**config.mk**
```make
export PLATFORM = sky130hd
export DESIGN_NAME = leaf_stream_rr_arbiter
export DESIGN_NICKNAME = d
export VERILOG_FILES = /design/src/rtl/leaf_arb_pkg.sv /design/src/rtl/rr_pick.sv /design/src/rtl/leaf_stream_rr_arbiter.sv
export SDC_FILE = /design/constraint.sdc
export NUM_CORES = 1
export LEC_CHECK = 0
export BUFFER_PORTS_ARGS = -buffer_cell sky130_fd_sc_hd__buf_2
export CORE_ASPECT_RATIO = 0.5
export CORE_UTILIZATION = 43
export CTS_CLUSTER_DIAMETER = 40
export CTS_CLUSTER_SIZE = 10
export DETAILED_ROUTE_END_ITERATION = 12
export GPL_TIMING_DRIVEN = 0
export PLACE_DENSITY = 0.81
export SYNTH_ARGS = -nofsm -noshare
export SYNTH_HDL_FRONTEND = slang
export SYNTH_SLANG_ARGS = --single-unit
```
**constraint.sdc**
```tcl
create_clock -name ap_clk -period 2.35 [get_ports ap_clk]
set_input_delay 0.3525 -clock ap_clk [delete_from_list [all_inputs] [get_ports ap_clk]]
set_output_delay 0.3525 -clock ap_clk [all_outputs]
set_load 0.02 [all_outputs]
```
**src/rtl/leaf_arb_pkg.sv**
```systemverilog
// Shared types, default sizes and helpers for the leaf stream round-robin arbiter.
package leaf_arb_pkg;

  typedef enum logic {
    IDLE  = 1'b0,
    GRANT = 1'b1
  } arb_state_e;

  localparam int unsigned DEF_PAYLOAD_BITS = 32;
  localparam int unsigned DEF_NUM_REQ      = 4;
  localparam int unsigned DEF_BURST_LEN    = 16;

  // Ceiling log2 for elaboration-time width derivation.
  function automatic int unsigned clog2(input int unsigned v);
    int unsigned r;
    r = 0;
    for (int i = 0; i < 32; i++) begin
      if ((64'd1 << i) < 64'(v)) r = 32'(i + 1);
    end
    return r;
  endfunction

endpackage

```
**src/rtl/rr_pick.sv**
```systemverilog
// Combinational round-robin picker: first set request searching upward from ptr+1.
module rr_pick
  import leaf_arb_pkg::*;
#(
  parameter int unsigned NUM_REQ  = DEF_NUM_REQ,
  parameter int unsigned IDX_BITS = clog2(DEF_NUM_REQ)
) (
  input  logic [NUM_REQ-1:0]  req,
  input  logic [IDX_BITS-1:0] ptr,
  output logic                any,
  output logic [IDX_BITS-1:0] idx
);

  logic [2*NUM_REQ-1:0] w_dbl;
  logic [2*NUM_REQ-1:0] w_shift;
  logic [NUM_REQ-1:0]   w_rot;
  logic                 w_found;
  int unsigned          w_k;
  int unsigned          w_sum;

  // Bit k of w_rot is request (ptr+1+k) mod NUM_REQ.
  assign w_dbl   = {req, req};
  assign w_shift = w_dbl >> (int'(ptr) + 1);
  assign w_rot   = w_shift[NUM_REQ-1:0];

  always_comb begin
    w_found = 1'b0;
    w_k     = 0;
    for (int k = 0; k < int'(NUM_REQ); k++) begin
      if (!w_found && w_rot[k]) begin
        w_found = 1'b1;
        w_k     = 32'(k);
      end
    end
    w_sum = 32'(ptr) + 32'd1 + w_k;
    if (w_sum >= NUM_REQ) w_sum = w_sum - NUM_REQ;
  end

  assign any = w_found;
  assign idx = IDX_BITS'(w_sum);

endmodule

```
**src/rtl/leaf_stream_rr_arbiter.sv**
```systemverilog
// Shares one registered valid/ack output stream between NUM_REQ sources,
// granting round-robin bursts of up to BURST_LEN beats tagged with the source index.
module leaf_stream_rr_arbiter
  import leaf_arb_pkg::*;
#(
  parameter int unsigned NUM_REQ      = DEF_NUM_REQ,
  parameter int unsigned PAYLOAD_BITS = DEF_PAYLOAD_BITS,
  parameter int unsigned IDX_BITS     = clog2(DEF_NUM_REQ),
  parameter int unsigned BURST_LEN    = DEF_BURST_LEN,
  parameter int unsigned CNT_BITS     = 5
) (
  input  logic                            ap_clk,
  input  logic                            ap_rst_n,
  input  logic [NUM_REQ-1:0]              req_en,
  input  logic [NUM_REQ*PAYLOAD_BITS-1:0] in_tdata,
  input  logic [NUM_REQ-1:0]              in_tvalid,
  output logic [NUM_REQ-1:0]              in_tready,
  output logic [PAYLOAD_BITS-1:0]         out_tdata,
  output logic                            out_tvalid,
  input  logic                            out_tready,
  output logic [IDX_BITS-1:0]             out_tdest,
  output logic                            grant_vld,
  output logic [IDX_BITS-1:0]             grant_idx
);

  arb_state_e             r_state;
  logic [IDX_BITS-1:0]    r_rr_ptr;
  logic [IDX_BITS-1:0]    r_grant_idx;
  logic [CNT_BITS-1:0]    r_cnt;
  logic                   r_out_tvalid;
  logic [PAYLOAD_BITS-1:0] r_out_tdata;
  logic [IDX_BITS-1:0]    r_out_tdest;

  logic [NUM_REQ-1:0]     w_elig;
  logic                   w_any;
  logic [IDX_BITS-1:0]    w_pick;
  logic                   w_slot_free;
  logic                   w_gnt_valid;
  logic                   w_accept;
  logic                   w_last;
  logic                   w_release;
  logic [NUM_REQ-1:0]     w_ready;
  logic [PAYLOAD_BITS-1:0] w_gnt_data;

  assign w_elig      = in_tvalid & req_en;
  assign w_slot_free = !r_out_tvalid || out_tready;
  assign w_gnt_valid = in_tvalid[r_grant_idx];
  assign w_gnt_data  = in_tdata[int'(r_grant_idx)*PAYLOAD_BITS +: PAYLOAD_BITS];
  assign w_accept    = (r_state == GRANT) && w_gnt_valid && w_slot_free;
  assign w_last      = w_accept && (r_cnt == CNT_BITS'(BURST_LEN - 1));
  // Release is never taken under backpressure: both paths require a free slot.
  assign w_release   = (r_state == GRANT) && (w_last || (w_slot_free && !w_gnt_valid));

  rr_pick #(
    .NUM_REQ  (NUM_REQ),
    .IDX_BITS (IDX_BITS)
  ) u_pick (
    .req (w_elig),
    .ptr (r_rr_ptr),
    .any (w_any),
    .idx (w_pick)
  );

  // Only the granted source sees ready, and only when the out stage can take a beat.
  always_comb begin
    w_ready = '0;
    if (r_state == GRANT) w_ready[r_grant_idx] = w_slot_free;
  end

  always_ff @(posedge ap_clk or negedge ap_rst_n) begin
    if (!ap_rst_n) begin
      r_state      <= IDLE;
      r_rr_ptr     <= IDX_BITS'(NUM_REQ - 1);
      r_grant_idx  <= '0;
      r_cnt        <= '0;
      r_out_tvalid <= 1'b0;
      r_out_tdata  <= '0;
      r_out_tdest  <= '0;
    end else begin
      if (w_accept) begin
        r_out_tvalid <= 1'b1;
        r_out_tdata  <= w_gnt_data;
        r_out_tdest  <= r_grant_idx;
      end else if (out_tready) begin
        r_out_tvalid <= 1'b0;
      end

      case (r_state)
        IDLE: begin
          if (w_any) begin
            r_grant_idx <= w_pick;
            r_cnt       <= '0;
            r_state     <= GRANT;
          end
        end
        GRANT: begin
          if (w_accept) r_cnt <= r_cnt + CNT_BITS'(1);
          if (w_release) begin
            r_rr_ptr <= r_grant_idx;
            r_state  <= IDLE;
          end
        end
        default: r_state <= IDLE;
      endcase
    end
  end

  assign in_tready  = w_ready;
  assign out_tdata  = r_out_tdata;
  assign out_tvalid = r_out_tvalid;
  assign out_tdest  = r_out_tdest;
  assign grant_vld  = (r_state == GRANT);
  assign grant_idx  = r_grant_idx;

endmodule

```
**After elaboration in Yosys (flattened, before gate mapping)**

Cells that the tools add are included.

- Magnitude comparators: 3
- Equal/unequal tests: 3
- Add/subtract/negate cells: 5
- Shift operators: 2
- Bitwise gates (word level): 3
- Mux-type cells: 21
- Reduce and logical (&&, ||, !) cells: 20

Operators by type and width:

| cell | number |
|---|---|
| $shiftx A128 B8 Y32 | 1 |
| $ge A32 B3 Y1 const B | 1 |
| $shr A8 B32 Y4 | 1 |
| $mux W1 | 11 |
| $mux W5 | 2 |
| $pmux W5 S2 | 1 |
| $logic_and A1 B1 Y1 | 9 |
| $and A4 B4 Y4 | 2 |
| $add A2 B1 Y3 const B | 2 |
| $mux W2 | 3 |
| $reduce_and A2 Y1 | 3 |
| $add A5 B1 Y5 const B | 1 |
| $eq A5 B4 Y1 const B | 1 |
| $logic_not A1 Y1 | 5 |
| $add A3 B2 Y4 | 1 |
| $mux W4 | 1 |
| $ne A2 B1 Y1 const B | 2 |
| $lt A2 B3 Y1 const B | 1 |
| $bmux W1 S2 | 1 |
| $demux W1 S2 | 1 |
| $ge A2 B1 Y1 const B | 1 |
| $logic_or A1 B1 Y1 | 2 |
| $pmux W1 S2 | 1 |
| $reduce_bool A2 Y1 | 1 |
| other kinds (2) | 2 |

- Word-level logic and storage cells: 64
- Bits of input ports: 139
- Register bits after elaboration: 45
- Output and inout bits: 42

**Depth between registers and ports, before layout**

Gate-level depths: netlist of run 1.

- Depth after elaboration: 15
- Mapped depth: 7
- Mapped depth without buffers: 7

**Modules after synthesis**

From an unflattened synthesis of run 1, not the netlist that was laid out.

- Cell total of the unflattened synthesis: 199
- Area total of the unflattened synthesis: 2,959.1 um2

Modules (own cells, without submodules):

| module | area each (um2) | sequential area each (um2) | times used | cells each |
|---|---|---|---|---|
| leaf_stream_rr_arbiter | 2,756.4 | 1,128.6 | 1 | 170 |
| rr_pick | 202.7 | 0.0 | 1 | 29 |

**Least setup slack after synthesis of run 1**

OpenSTA, ideal clock, no wires.

- Kind: reg-to-output
- From: register r_grant_idx[1] (netlist: grant_idx[1])
- To: output in_tready[2]
- Setup slack: 0.398 ns
- Stages on the path, launching flop included: 4
- Required time: 1.997 ns
- Arrival: 1.600 ns
- Path through: dfrtp_1 -> buf_2 -> clkbuf_1 -> nor3b_1

- Word-level cells in the longest chain between the ends: 6
- Elaborated cells on any way between the ends: 7
- Those cells by class: 2 x order compare; 3 x mux; 1 x bitwise; 1 x reduce/logical

RTL lines:

| element | line | RTL |
|---|---|---|
| from (decl) | leaf_stream_rr_arbiter.sv:28 | `logic [IDX_BITS-1:0] r_grant_idx;` |
| from (signal assigned) | leaf_stream_rr_arbiter.sv:91 | `r_grant_idx <= w_pick;` |
| $lt A2 B3 Y1 (not written as such) / $ge A2 B1 Y1 (equally long branches) | leaf_stream_rr_arbiter.sv:67 | `if (r_state == GRANT) w_ready[r_grant_idx] = w_slot_free;` |
| $logic_and A1 B1 Y1 (not written as such) | leaf_stream_rr_arbiter.sv:67 |  |
| $mux W1 (not written as such) | leaf_stream_rr_arbiter.sv:67 |  |
| $demux W1 S2 (*) | leaf_stream_rr_arbiter.sv:67 |  |
| $and A4 B4 Y4 (no source line) (*) | n/a |  |
| $mux W4 (*) | leaf_stream_rr_arbiter.sv:67 |  |
| to (decl) | leaf_stream_rr_arbiter.sv:17 | `output logic [NUM_REQ-1:0] in_tready,` |

Every way passes the cells marked *; elsewhere a longest branch is shown, timed or not.

**Worst setup path after layout of run 1**

- From: register r_grant_idx[0] (netlist: grant_idx[0])
- To: output in_tready[1]

The elaborated chain is that of the path after synthesis.

==> results of run 1 <==
## registers in the layout, summed over array words and instances, names as in the netlist
name,count
grant_vld,1
r_cnt,5
out_tvalid,1
out_tdata,32
out_tdest,2
r_rr_ptr,2
grant_idx,2
## metal layers
layer / global-route usage [%] / share of wire [%] / up-vias
met2: 45.46 / 57 / 83
met4: 8.059 / 2.0 / 0
met5: 0 / 0 / -
li1: - / - / 1117
met1: 26.36 / 37 / 1234
met3: 5.057 / 3.7 / 18
## power groups by stage
stage | Sequential, mW | Combinational (mW) | Clock, mW
after detailed placement | 1.46 | 3.35 | 0
final | 1.45 | 3.33 | 0.776
after CTS | 1.45 | 3.36 | 0.789
after floorplan | 1.83 | 2.09 | 0
after global placement | 1.43 | 3.24 | 0
after global routing | 1.49 | 3.52 | 0.826
## synth_stat cells, types with 2 or more instances
cell type | count | share of area (%)
dfstp_2 | 2 | 1.8
nand4_1 | 5 | 1.1
a31oi_1 | 2 | 0.43
mux4_2 | 33 | 26
buf_8 | 3 | 1.6
o31ai_1 | 2 | 0.52
o21ai_1 | 5 | 0.87
nand3_1 | 6 | 1.0
dfrtp_1 | 43 | 37
a22oi_1 | 2 | 0.52
and4_1 | 2 | 0.61
a21o_1 | 2 | 0.52
inv_1 | 5 | 0.65
mux2_1 | 4 | 1.6
buf_2 | 2 | 0.35
nand2b_1 | 3 | 0.65
mux2_4 | 32 | 17
nor3b_1 | 2 | 0.52
nand2_1 | 7 | 0.91
clkbuf_1 | 4 | 0.52
ha_1 | 3 | 1.3
buf_6 | 2 | 0.78
## layout make-up
class,count,area [sq um],share of cell area [%]
flip-flops and latches,45,1129,27.87
repair buffers,180,900.9,22.24
clock inverters,2,35.03,0.8650
well taps,88,110.1,2.719
plain buffers,12,100.1,2.471
inverters,5,18.77,0.4634
clock buffers,6,128.9,3.182
multi-input cells,122,1628,40.19
## logic make-up (layout without fill, tap and decap cells)
kind of cell	Yosys count	count (layout)	share of synthesized area, %
fa+ha+maj	3	3	1.304
simple gates	31	31	6.606
mux	69	69	44.07
flops	45	45	39.20
buf+inv	18	205	4.259
compound gates	19	19	4.563
## per-stage QoR
stage | instance area [sq um] | hold slack [ns] | total power, mW | setup WS [ns]
2_1_floorplan | 2879 | 0.05691 | 3.921 | 0.3976
3_3_place_gp | 3890 | 0.4657 | 4.672 | 0.4268
3_5_place_dp | 3890 | 0.4777 | 4.805 | 0.3737
4_1_cts | 4054 | 0.2791 | 5.602 | 0.08512
5_1_grt | 4050 | 0.3247 | 5.838 | 0.2040
6_report | 4050 | 0.2361 | 5.552 | 0.3119
## critical path: stages, from the launching register on
cell     delay (ns)
dfrtp_1        0.47
buf_1          0.47
nor3b_1        0.25
buf_2          0.21
## worst paths after layout
kind                          startpoint             to  slack (ns)  cells after the start
hold / removal                  ap_rst_n  out_tdata[30]        0.24                      1
max in group asynchronous       ap_rst_n       r_cnt[3]        1.51                      1
setup / recovery            grant_idx[0]   in_tready[1]        0.31                      3
hold reg to reg            out_tdata[15]  out_tdata[15]        0.49                      1
min in group ap_clk           out_tready     out_tvalid        0.48                      3
setup reg to reg            grant_idx[1]   out_tdata[4]        0.39                      4
==> results.json, run 1 <==
{
  "status": "finished, final reports clean",
  "synth_enable_flop_cells": 0,
  "yosysUniqueCellTypes": 36,
  "rsz0062_at_grt": "no",
  "fp-row-count": 20,
  "syn2layout_area_growth_pct": 40.68,
  "clock.fmax_ghz": 0.4907,
  "min_path_type": "in2async",
  "vias_per_cell": 5.330,
  "drtPass1Iterations": 4,
  "cts_root_buf": "clkbuf_16",
  "drc_errors": 0,
  "overflow": 0,
  "ys_warn_count": 0,
  "vias": 2452,
  "clkSinkCount": 45,
  "netlist_area_sq_um": 2879,
  "synthArstFlopShare_pct": 100.0,
  "intPower_mw": 3.437,
  "clock_latency_ns": 0.28,
  "post_cts_resize_count": 0,
  "fp.dieW_um": 117.7,
  "vdd_drop_max_mv": 0.5116,
  "synth_flop_cell": "dfrtp_1",
  "syn_nets": 327,
  "final.setup.tns_ns": 0,
  "cts_buffer_depth": 2,
  "final_hold_viol_count": 0,
  "end_kind": "output pin",
  "power.share.combinational_pct": 59.9,
  "yosys_register_bits": 45,
  "tritoncts": "done",
  "p_per_area_nw_per_um2": 1371,
  "worst_pin_slew_ns": 0.9833,
  "postSynthCellCount": 185,
  "cts_buffers": 5,
  "dp.cells": 453,
  "clk_pin_slew_ns": 0.06,
  "post-route-period-util_pct": 86.73,
  "start_util_pct": 46.02,
  "io_buffers": 180,
  "wire_per_inst_um": 17.49,
  "drv_cap": 0,
  "grt_max_degree": 46,
  "syn_area_per_cell_sq_um": 15.56,
  "setup_viol": 0,
  "hpwlAfterDp_um": 6557,
  "slew_headroom_pct": 34.45,
  "ioPinCount": 181,
  "finalCriticalPeriod_ns": 2.038,
  "grt_pass1_vias": 2610,
  "slew_viol_final": 0,
  "die_h_um": 59.86,
  "final_util_pct": 64.74,
  "wl_um": 8047,
  "ys_seq_area_share_pct": 39.20,
  "clockPowerShare_pct": 14.0,
  "cp.required_ns": 2.00,
  "cts_hold_buffers": 0,
  "antenna_found_initial": 0,
  "power.switching_mw": 2.115,
  "antenna_cells": 0,
  "track_usage_pct": 23.42,
  "p_leak_nw": 2.031,
  "globalplace.congestion": 0.8398,
  "nets": 513,
  "fin_worst_skew_ns": 0.009356,
  "fillers": 498,
  "final_common_cell": "buf_2",
  "worst-setup-path-type": "reg2out",
  "layout-drive-gt1-share_pct": 70.97,
  "netSwitchingFraction_pct": 38.09,
  "h-tree-depth": 2,
  "p_seq_share_pct": 26.1,
  "dieArea_sq_um": 7047,
  "postCtsSetupRepairBufs": 0,
  "crit_arrival_ns": 1.69,
  "mostFrequentLayoutCells": "182 x buf_2, 43 x dfrtp_1, 33 x mux4_2",
  "timing.critical_path.fanout_max": 10,
  "ant_nets": 0,
  "grt_pass1_wl_um": 12660,
  "drt-initial-drc-count": 94,
  "fin_cells": 460,
  "core_area_sq_um": 6256,
  "cp-start-kind": "flip-flop"
}
Note: power is estimated with default switching activity, not from simulation.
==> inputs of run 2 (changes only) <==
--- a/config.mk
+++ b/config.mk
@@ -5,7 +5,7 @@
 export SDC_FILE = /design/constraint.sdc
 export NUM_CORES = 1
 export LEC_CHECK = 0
-export BUFFER_PORTS_ARGS = -buffer_cell sky130_fd_sc_hd__buf_2
+export BUFFER_PORTS_ARGS = -buffer_cell sky130_fd_sc_hd__buf_4
 export CORE_ASPECT_RATIO = 0.5
 export CORE_UTILIZATION = 43
 export CTS_CLUSTER_DIAMETER = 40
==> results.json, run 2 (same netlist as run 1, synthesis figures left out) <==
{
  "io_buffers": 180,
  "final_common_cell": "buf_4",
  "worst_pin_slew_ns": 0.6041,
  "drtPass1Iterations": 4,
  "hold_ws_ns": 0.06184,
  "antenna_found_initial": 0,
  "wl_um": 8067,
  "min_path_type": "in2async",
  "timing.critical_path.fanout_max": 10,
  "dp.cells": 453,
  "fp-row-count": 20,
  "clock.fmax_ghz": 0.4915,
  "slew_viol_final": 0,
  "cts_buffers": 5,
  "cp-start-kind": "flip-flop",
  "final.setup.tns_ns": 0,
  "track_usage_pct": 23.77,
  "overflow": 0,
  "hpwlAfterDp_um": 6624,
  "drt-initial-drc-count": 108,
  "setup_ws_ns": 0.3155,
  "status": "finished, final reports clean",
  "layout-drive-gt1-share_pct": 70.89,
  "design_area_sq_um": 4479,
  "clock_latency_ns": 0.28,
  "rsz0062_at_grt": "no",
  "syn2layout_area_growth_pct": 55.58,
  "antenna_cells": 0,
  "clkSinkCount": 45,
  "cp.required_ns": 2.00,
  "worst-setup-path-type": "reg2out",
  "vdd_drop_max_mv": 0.5834,
  "post-route-period-util_pct": 86.57,
  "globalplace.congestion": 0.8355,
  "finalPower_mw": 5.739,
  "cts_buffer_depth": 2,
  "grt_pass1_wl_um": 12890,
  "largest_reg_flops": 32,
  "fin_worst_skew_ns": 0.004780,
  "die_h_um": 59.86,
  "core_area_sq_um": 6256,
  "final_util_pct": 71.60,
  "mostFrequentLayoutCells": "181 x buf_4, 43 x dfrtp_1, 33 x mux4_2",
  "nets": 513,
  "grt_max_degree": 46,
  "final_hold_viol_count": 0,
  "h-tree-depth": 2,
  "drc_errors": 0,
  "wire_per_inst_um": 17.58,
  "preCtsSetupSlack_ns": 0.3748,
  "vias": 2467,
  "cts_hold_buffers": 0,
  "postCtsSetupRepairBufs": 0,
  "placed_cell_area_sq_um": 4340,
  "post_cts_resize_count": 0,
  "vias_per_cell": 5.375,
  "grt_pass1_vias": 2644,
  "crit_arrival_ns": 1.68,
  "p_per_area_nw_per_um2": 1281,
  "end_kind": "output pin",
  "fin_cells": 459,
  "finalCriticalPeriod_ns": 2.034,
  "tritoncts": "done",
  "ioPinCount": 181,
  "fillers": 458,
  "dieArea_sq_um": 7047,
  "ant_nets": 0,
  "fp.dieW_um": 117.7,
  "setup_viol": 0,
  "clk_pin_slew_ns": 0.06,
  "cts_root_buf": "clkbuf_16",
  "start_util_pct": 46.02,
  "drv_cap": 0,
  "p_leak_nw": 2.173,
  "slew_headroom_pct": 59.73
}
## run 2: changes by cell type in the layout (fill, tap and decap cells not counted)
cell       change
buf_2        -180
buf_4        +180
bufinv_16      -1
clkbuf_8       +1
clkinv_2       -1
## run 2: critical path, stage by stage (launching register included)
cell and delay [ns]:
dfrtp_1 0.48, buf_1 0.49, nor3b_1 0.26, buf_4 0.17
## run 2: power by group
group / internal (mW) / switching (mW) / leakage (nW)
clock: 0.417 / 0.264 / 0.0700
sequential: 1.18 / 0.281 / 0.533
combinational: 2.02 / 1.58 / 1.57
## run 2: path summary, 6_finish.rpt
path | from | to | slack [ns] | cells past startpoint
min in group ap_clk | out_tready | out_tvalid | 0.49 | 3
hold reg to reg | r_cnt[3] | r_cnt[3] | 0.49 | 1
hold / removal | ap_rst_n | out_tdata[0] | 0.06 | 1
setup reg to reg | grant_idx[0] | out_tdata[14] | 0.40 | 3
max in group asynchronous | ap_rst_n | r_rr_ptr[1] | 1.88 | 1
setup / recovery | grant_idx[0] | in_tready[1] | 0.32 | 3
## run 2: layout make-up
class	instances	area, sq um	share of cell area, %
multi-input cells	122	1628	36.34
repair buffers	180	1351	30.17
flip-flops and latches	45	1129	25.20
clock buffers	7	142.6	3.184
well taps	88	110.1	2.458
plain buffers	12	100.1	2.235
inverters	5	18.77	0.4190
## run 2: per-layer routing
metal	GRT usage, %	part of all wire [%]	up-vias
li1	-	-	1115
met1	26.87	38	1270
met2	47.23	57	68
met3	4.866	3.8	14
met4	6.044	1.6	0
met5	0	0	-
